<file path="config.mk">
export PLATFORM = sky130hd
export DESIGN_NAME = alu_op_issue
export DESIGN_NICKNAME = d
export VERILOG_FILES = /design/src/rtl/alu_pkg.sv /design/src/rtl/alu_op_decode.sv /design/src/rtl/alu_op_issue.sv
export SDC_FILE = /design/constraint.sdc
export NUM_CORES = 1
export LEC_CHECK = 0
export ABC_CLOCK_PERIOD_IN_PS = 1800
export BUFFER_PORTS_ARGS = -buffer_cell sky130_fd_sc_hd__buf_2
export CORE_UTILIZATION = 43
export CTS_CLUSTER_SIZE = 20
export DETAILED_ROUTE_END_ITERATION = 10
export HOLD_SLACK_MARGIN = 0.03
export PLACE_DENSITY = 0.89
export SLEW_MARGIN = 15
export SYNTH_ARGS = -nofsm -noshare
export SYNTH_HDL_FRONTEND = slang
export SYNTH_HIERARCHICAL = 1
export SYNTH_SLANG_ARGS = --single-unit
</file>
<file path="constraint.sdc">
create_clock -name clk -period 1.8 [get_ports clk]
set_clock_uncertainty 0.05 [all_clocks]
set_input_delay 0.18 -clock clk [delete_from_list [all_inputs] [get_ports clk]]
set_output_delay 0.18 -clock clk [all_outputs]
set_load 0.05 [all_outputs]
</file>
<file path="src/rtl/alu_pkg.sv">
// Shared RV32I ALU definitions: operation codes, opcodes, funct3 values and operand selects.
// Used by decode, the ID/EX issue register and the ALU itself.
package alu_pkg;

    typedef enum logic [3:0] {
        ALU_ADD    = 4'b0000,
        ALU_SUB    = 4'b0001,
        ALU_AND    = 4'b0010,
        ALU_OR     = 4'b0011,
        ALU_XOR    = 4'b0100,
        ALU_SLT    = 4'b0101,
        ALU_SLTU   = 4'b0110,
        ALU_SLL    = 4'b0111,
        ALU_SRL    = 4'b1000,
        ALU_SRA    = 4'b1001,
        ALU_PASS_B = 4'b1010
    } alu_op_t;

    localparam logic [6:0] OPC_OP     = 7'b0110011;
    localparam logic [6:0] OPC_OP_IMM = 7'b0010011;
    localparam logic [6:0] OPC_LOAD   = 7'b0000011;
    localparam logic [6:0] OPC_STORE  = 7'b0100011;
    localparam logic [6:0] OPC_LUI    = 7'b0110111;
    localparam logic [6:0] OPC_AUIPC  = 7'b0010111;
    localparam logic [6:0] OPC_JAL    = 7'b1101111;
    localparam logic [6:0] OPC_JALR   = 7'b1100111;
    localparam logic [6:0] OPC_BRANCH = 7'b1100011;

    // Integer register/immediate funct3
    localparam logic [2:0] F3_ADD_SUB = 3'b000;
    localparam logic [2:0] F3_SLL     = 3'b001;
    localparam logic [2:0] F3_SLT     = 3'b010;
    localparam logic [2:0] F3_SLTU    = 3'b011;
    localparam logic [2:0] F3_XOR     = 3'b100;
    localparam logic [2:0] F3_SRL_SRA = 3'b101;
    localparam logic [2:0] F3_OR      = 3'b110;
    localparam logic [2:0] F3_AND     = 3'b111;

    // Branch funct3
    localparam logic [2:0] F3_BEQ  = 3'b000;
    localparam logic [2:0] F3_BNE  = 3'b001;
    localparam logic [2:0] F3_BLT  = 3'b100;
    localparam logic [2:0] F3_BGE  = 3'b101;
    localparam logic [2:0] F3_BLTU = 3'b110;
    localparam logic [2:0] F3_BGEU = 3'b111;

    typedef enum logic [1:0] {
        SEL_A_ZERO = 2'd0,
        SEL_A_RS1  = 2'd1,
        SEL_A_PC   = 2'd2
    } sel_a_t;

    typedef enum logic [1:0] {
        SEL_B_ZERO = 2'd0,
        SEL_B_RS2  = 2'd1,
        SEL_B_IMM  = 2'd2,
        SEL_B_FOUR = 2'd3
    } sel_b_t;

    // bne/bge/bgeu take the branch when the ALU condition is false
    function automatic logic branch_inverts(input logic [2:0] f3);
        return (f3 == F3_BNE) || (f3 == F3_BGE) || (f3 == F3_BGEU);
    endfunction

endpackage

</file>
<file path="src/rtl/alu_op_decode.sv">
// Combinational RV32I opcode/funct decode into ALU operation, operand selects,
// branch sense inversion and an illegal-instruction flag.
module alu_op_decode
    import alu_pkg::*;
(
    input  logic [6:0] opcode,
    input  logic [2:0] funct3,
    input  logic       funct7_b5,
    output alu_op_t    alu_control,
    output sel_a_t     sel_a,
    output sel_b_t     sel_b,
    output logic       br_invert,
    output logic       illegal
);

    function automatic alu_op_t op_from_funct3(input logic [2:0] f3, input logic alt);
        alu_op_t op;
        case (f3)
            F3_ADD_SUB: op = alt ? ALU_SUB : ALU_ADD;
            F3_SLL:     op = ALU_SLL;
            F3_SLT:     op = ALU_SLT;
            F3_SLTU:    op = ALU_SLTU;
            F3_XOR:     op = ALU_XOR;
            F3_SRL_SRA: op = alt ? ALU_SRA : ALU_SRL;
            F3_OR:      op = ALU_OR;
            default:    op = ALU_AND;
        endcase
        return op;
    endfunction

    always_comb begin
        alu_control = ALU_ADD;
        sel_a       = SEL_A_ZERO;
        sel_b       = SEL_B_ZERO;
        br_invert   = 1'b0;
        illegal     = 1'b0;

        case (opcode)
            OPC_OP: begin
                alu_control = op_from_funct3(funct3, funct7_b5);
                sel_a       = SEL_A_RS1;
                sel_b       = SEL_B_RS2;
            end
            OPC_OP_IMM: begin
                // instruction[30] is part of the immediate for addi, so only shifts honour it
                alu_control = op_from_funct3(funct3, funct7_b5 && (funct3 == F3_SRL_SRA));
                sel_a       = SEL_A_RS1;
                sel_b       = SEL_B_IMM;
            end
            OPC_LOAD, OPC_STORE: begin
                sel_a = SEL_A_RS1;
                sel_b = SEL_B_IMM;
            end
            OPC_LUI: begin
                alu_control = ALU_PASS_B;
                sel_b       = SEL_B_IMM;
            end
            OPC_AUIPC: begin
                sel_a = SEL_A_PC;
                sel_b = SEL_B_IMM;
            end
            OPC_JAL, OPC_JALR: begin
                sel_a = SEL_A_PC;
                sel_b = SEL_B_FOUR;
            end
            OPC_BRANCH: begin
                case (funct3)
                    F3_BEQ, F3_BNE:   alu_control = ALU_SUB;
                    F3_BLT, F3_BGE:   alu_control = ALU_SLT;
                    F3_BLTU, F3_BGEU: alu_control = ALU_SLTU;
                    default:          illegal     = 1'b1;
                endcase
                if (!illegal) begin
                    sel_a     = SEL_A_RS1;
                    sel_b     = SEL_B_RS2;
                    br_invert = branch_inverts(funct3);
                end
            end
            default: illegal = 1'b1;
        endcase
    end

endmodule

</file>
<file path="src/rtl/alu_op_issue.sv">
// ID/EX issue register for the RV32I ALU: decodes, selects operands and presents them
// through a valid/ready stage with stall and flush. Optional counters: ALU_ISSUE_STATS_EN.
module alu_op_issue
    import alu_pkg::*;
#(
    parameter int XLEN = 32
) (
    input  logic            clk,
    input  logic            rst_n,
    input  logic            in_valid,
    output logic            in_ready,
    input  logic [6:0]      opcode,
    input  logic [2:0]      funct3,
    input  logic            funct7_b5,
    input  logic [XLEN-1:0] rs1_data,
    input  logic [XLEN-1:0] rs2_data,
    input  logic [XLEN-1:0] imm,
    input  logic [XLEN-1:0] pc,
    input  logic            flush,
    output logic            out_valid,
    input  logic            out_ready,
    output logic [XLEN-1:0] operand_a,
    output logic [XLEN-1:0] operand_b,
    output logic [3:0]      alu_control,
`ifdef ALU_ISSUE_STATS_EN
    output logic [31:0]     stat_issued,
    output logic [31:0]     stat_stall,
`endif
    output logic            br_invert,
    output logic            illegal
);

    alu_op_t dec_op;
    sel_a_t  dec_sel_a;
    sel_b_t  dec_sel_b;
    logic    dec_inv;
    logic    dec_ill;

    logic [XLEN-1:0] mux_a;
    logic [XLEN-1:0] mux_b;
    logic            accept;

    logic            vld_p1;
    logic [XLEN-1:0] op_a_p1;
    logic [XLEN-1:0] op_b_p1;
    logic [3:0]      ctl_p1;
    logic            inv_p1;
    logic            ill_p1;

    alu_op_decode u_decode (
        .opcode      (opcode),
        .funct3      (funct3),
        .funct7_b5   (funct7_b5),
        .alu_control (dec_op),
        .sel_a       (dec_sel_a),
        .sel_b       (dec_sel_b),
        .br_invert   (dec_inv),
        .illegal     (dec_ill)
    );

    always_comb begin
        mux_a = '0;
        case (dec_sel_a)
            SEL_A_RS1: mux_a = rs1_data;
            SEL_A_PC:  mux_a = pc;
            default:   mux_a = '0;
        endcase
    end

    always_comb begin
        mux_b = '0;
        case (dec_sel_b)
            SEL_B_RS2:  mux_b = rs2_data;
            SEL_B_IMM:  mux_b = imm;
            SEL_B_FOUR: mux_b = XLEN'(4);
            default:    mux_b = '0;
        endcase
    end

    assign in_ready = !vld_p1 || out_ready;
    assign accept   = in_valid && in_ready && !flush;

    // ---- p1: ID/EX boundary ----
    always_ff @(posedge clk or negedge rst_n) begin
        if (!rst_n) begin
            vld_p1 <= 1'b0;
        end else if (flush) begin
            vld_p1 <= 1'b0;
        end else if (accept) begin
            vld_p1 <= 1'b1;
        end else if (out_ready) begin
            vld_p1 <= 1'b0;
        end
    end

    always_ff @(posedge clk or negedge rst_n) begin
        if (!rst_n) begin
            op_a_p1 <= '0;
            op_b_p1 <= '0;
            ctl_p1  <= ALU_ADD;
            inv_p1  <= 1'b0;
            ill_p1  <= 1'b0;
        end else if (accept) begin
            op_a_p1 <= mux_a;
            op_b_p1 <= mux_b;
            ctl_p1  <= dec_op;
            inv_p1  <= dec_inv;
            ill_p1  <= dec_ill;
        end
    end

    assign out_valid   = vld_p1;
    assign operand_a   = op_a_p1;
    assign operand_b   = op_b_p1;
    assign alu_control = ctl_p1;
    assign br_invert   = inv_p1;
    assign illegal     = ill_p1;

`ifdef ALU_ISSUE_STATS_EN
    always_ff @(posedge clk or negedge rst_n) begin
        if (!rst_n) begin
            stat_issued <= '0;
            stat_stall  <= '0;
        end else begin
            if (vld_p1 && out_ready) begin
                stat_issued <= stat_issued + 32'd1;
            end
            if (vld_p1 && !out_ready) begin
                stat_stall <= stat_stall + 32'd1;
            end
        end
    end
`endif

endmodule
</file>
==> impl_results.md <==
- Post-synth EDFFs: 0
- Antenna violations before repair: 0
- CP max stage delay: 260 ps
- # fillers: 644
- Layout cell share with drive strength beyond 1: 0.6122
- Most frequent cells after synthesis: dfrtp_1, mux2_2, nor2_1
- Worst hold-check path type: in2reg
- Site Rows: 33
- Post-Synthesis Cells: 318
- Core box area: 8299 µm²
- H-tree levels: 3
- Vias in the first global route: 3438
- Tot Pwr: 3671 µW
- CTS Sinks: 71
- Period utilisation layout: 0.9437
- Chip Width: 95.28 µm
- Endpoints failing setup: 0
- Status: finished clean
- Fmax: 0.5887 GHz
- Clock tree buffer depth: 2
- Height of the die: 95.28 µm
- CP max FO: 31
- Post-synth top area cell: dfrtp_1
- Area contributors post-synth: dfrtp_1, mux2_2, a22o_1, a22oi_1, nor2_1
- Critical-path cell list: buf_2, nand2b_2, buf_4, o32ai_1, and3_1, buf_4, nor2b_2, buf_12, a22o_1, mux2_2
- CTS buffer count: 9
- Port-buffer cells: 215
- Worst rel slew slack: 0.7199
- Max cap viols: 0
- Worst-skew pair later-pin latency: 330 ps
- Post-synthesis register bit count: 71
- Ant diodes: 0
- Async SR Flop Fraction: 1.000
- Synth top area share: 0.4749
- Top delay family on crit path: buffers and inverters
- Largest net degree at the start of global routing: 42
- VDD IR max: 0.0004124 V
- Post-CTS setup buffers: 0
- Post-route ant nets: 0
- WL final: 10310 µm
- First-pass GRT wire length: 15500 µm
- Sequential share of the synthesized area: 0.4749
- Most repeated cell in the gate-level netlist after synthesis: dfrtp_1
- Cell Area, Synth: 3741 µm²
- CTS tree: done
- Leak: 0.002876 µW
- Top FF cell, synth: dfrtp_1
- Least-Margin Pin Slew: 420.2 ps
- Die area: 9077 µm²
- WS Path Type: in2reg
- I/O pins: 216
- Distinct cells, synth: 35
- CP required: 1970 ps
- Detailed Routing Iterations Pass 1: 5
- Setup TNS: 0 ps
- GR Overflow Total: 0
- Nets@finish: 698
- Mapped Avg Cell Area: 11.76 µm²
- R2R cell count: 4
- CP bufs+invs: 4
- Util after Layout: 0.6486
- Crit path time final: 1699 ps
- Slew Viols, Final: 0
- WP depth: 10
- DR WL/cell: 15.58 µm
- Setup crit end kind: register
- GR Util All Layers: 0.2252
- Cell mode on critical path: buf_4
- Final Wtd Congestion: 0.8372
- Detailed router's first-iteration violation count: 125
- Crit start category: primary input
- Initial core utilization: 0.4508
- Unrepaired setup endpoints after global routing: false
- Dpl cells: 643
- DRC violations left: 0
- Synth Net Count: 464
- DP HPWL: 7821 µm
- Root Driver: clkbuf_8
- Yosys synthesis warning count: 6
- Final std cells w/o fill: 662
- Via Count: 3564
- Reg clk slew, reported paths: 80 ps
- Final hold violations: 0
- Cell count of the worst hold path: 3
- Pwr dens: 682.0 nW/µm²
- Routed vias/inst: 5.384
- Crit-path slowest cell: mux2_2
- CP arrival: 1870 ps
- Area grow syn2layout: 43.88%
## per-stage QoR
step | hold slack [ps] | instance area (µm²) | worst slack, ps
finish | 132.8 | 5383 | 101.3
global route | 117.5 | 5383 | 55.56
CTS | 115.2 | 5365 | 90.52
detailed placement | 96.77 | 5121 | -233.0
global placement | 95.52 | 5121 | -159.9
floorplan | -165.6 | 3746 | -27.16
## cells by family after synthesis
logic type,share of synthesized area
flip-flops,0.4749
AO/OA/AOI/OAI,0.1722
buffers and inverters,0.04415
adder cells (fa/ha/maj),0.006688
AND/OR/NAND/NOR,0.09131
multiplexers,0.2107
## per-layer routing
layer	global-route usage	vias to the layer above	wire length, µm
li1	-	1650	-
met2	0.4268	225	5323
met1	0.2367	1663	3891
met4	0.09470	0	242
met5	0	-	0
met3	0.04944	26	854
## layout make-up
class | instances | area, µm² | share of cell area
Clock buffer | 11 | 131.4 | 0.02441
Clock inverter | 5 | 82.58 | 0.01534
Inverter | 5 | 18.77 | 0.003487
Multi-Input combinational cell | 219 | 1822 | 0.3384
Sequential cell | 71 | 1778 | 0.3303
Tap cell | 105 | 131.4 | 0.02441
Timing Repair Buffer | 246 | 1419 | 0.2636
## flip-flops by register name, indices dropped and copies added (netlist names)
| signal | cells |
|---|---|
| out_valid | 1 |
| br_invert | 1 |
| alu_control | 4 |
| operand_b | 32 |
| illegal | 1 |
| operand_a | 32 |
## final timing paths
kind / from / endpoint / slack, ps
min in group asynchronous: rst_n / operand_a[14] / 280
max in group asynchronous: rst_n / alu_control[0] / 840
setup / recovery: opcode[6] / operand_b[15] / 100
hold / removal: imm[23] / operand_b[23] / 130
hold reg to reg: operand_b[21] / operand_b[21] / 450
setup reg to reg: out_valid / operand_b[26] / 110
## cells in the final DEF, fill, tap and decap left out, drive strengths merged
| cell | count |
|---|---|
| buf | 243 |
| dfrtp | 71 |
| mux2 | 70 |
| nor2 | 42 |
| a22oi | 32 |
| a22o | 31 |
| clkbuf | 11 |
| nand2b | 6 |
| inv | 5 |
| o21ai | 5 |
| a21oi | 4 |
| nor2b | 4 |
| dlygate4sd3 | 3 |
| and3 | 3 |
| clkinv | 3 |
| o211ai | 3 |
| ha | 2 |
| bufinv | 2 |
| nand2 | 2 |
| o31ai | 2 |
| nor3b | 1 |
| nand4bb | 1 |
| nand3b | 1 |
| and2 | 1 |
| nand4 | 1 |
| a2111o | 1 |
| a21boi | 1 |
| or2 | 1 |
| a211oi | 1 |
| a211o | 1 |
| nor3 | 1 |
| o32ai | 1 |
| nand3 | 1 |
## report_power, final
part           internal, µW  switching, µW
combinational           281            362
clock                   784            592
sequential             1630           20.1
total                  2700            974
## worst min-delay path, stage by stage
cell and delay (ps):
buf_2 70, a22o_1 110, mux2_2 130
## what timing repair did
action | CTS | global route
hold endpoints to repair | 31 | 0
endpoints found under the setup margin | 0 | 4
hold buffers | 3 | 0
gates resized for setup | 0 | 4
(Power assumes the default switching activity.)
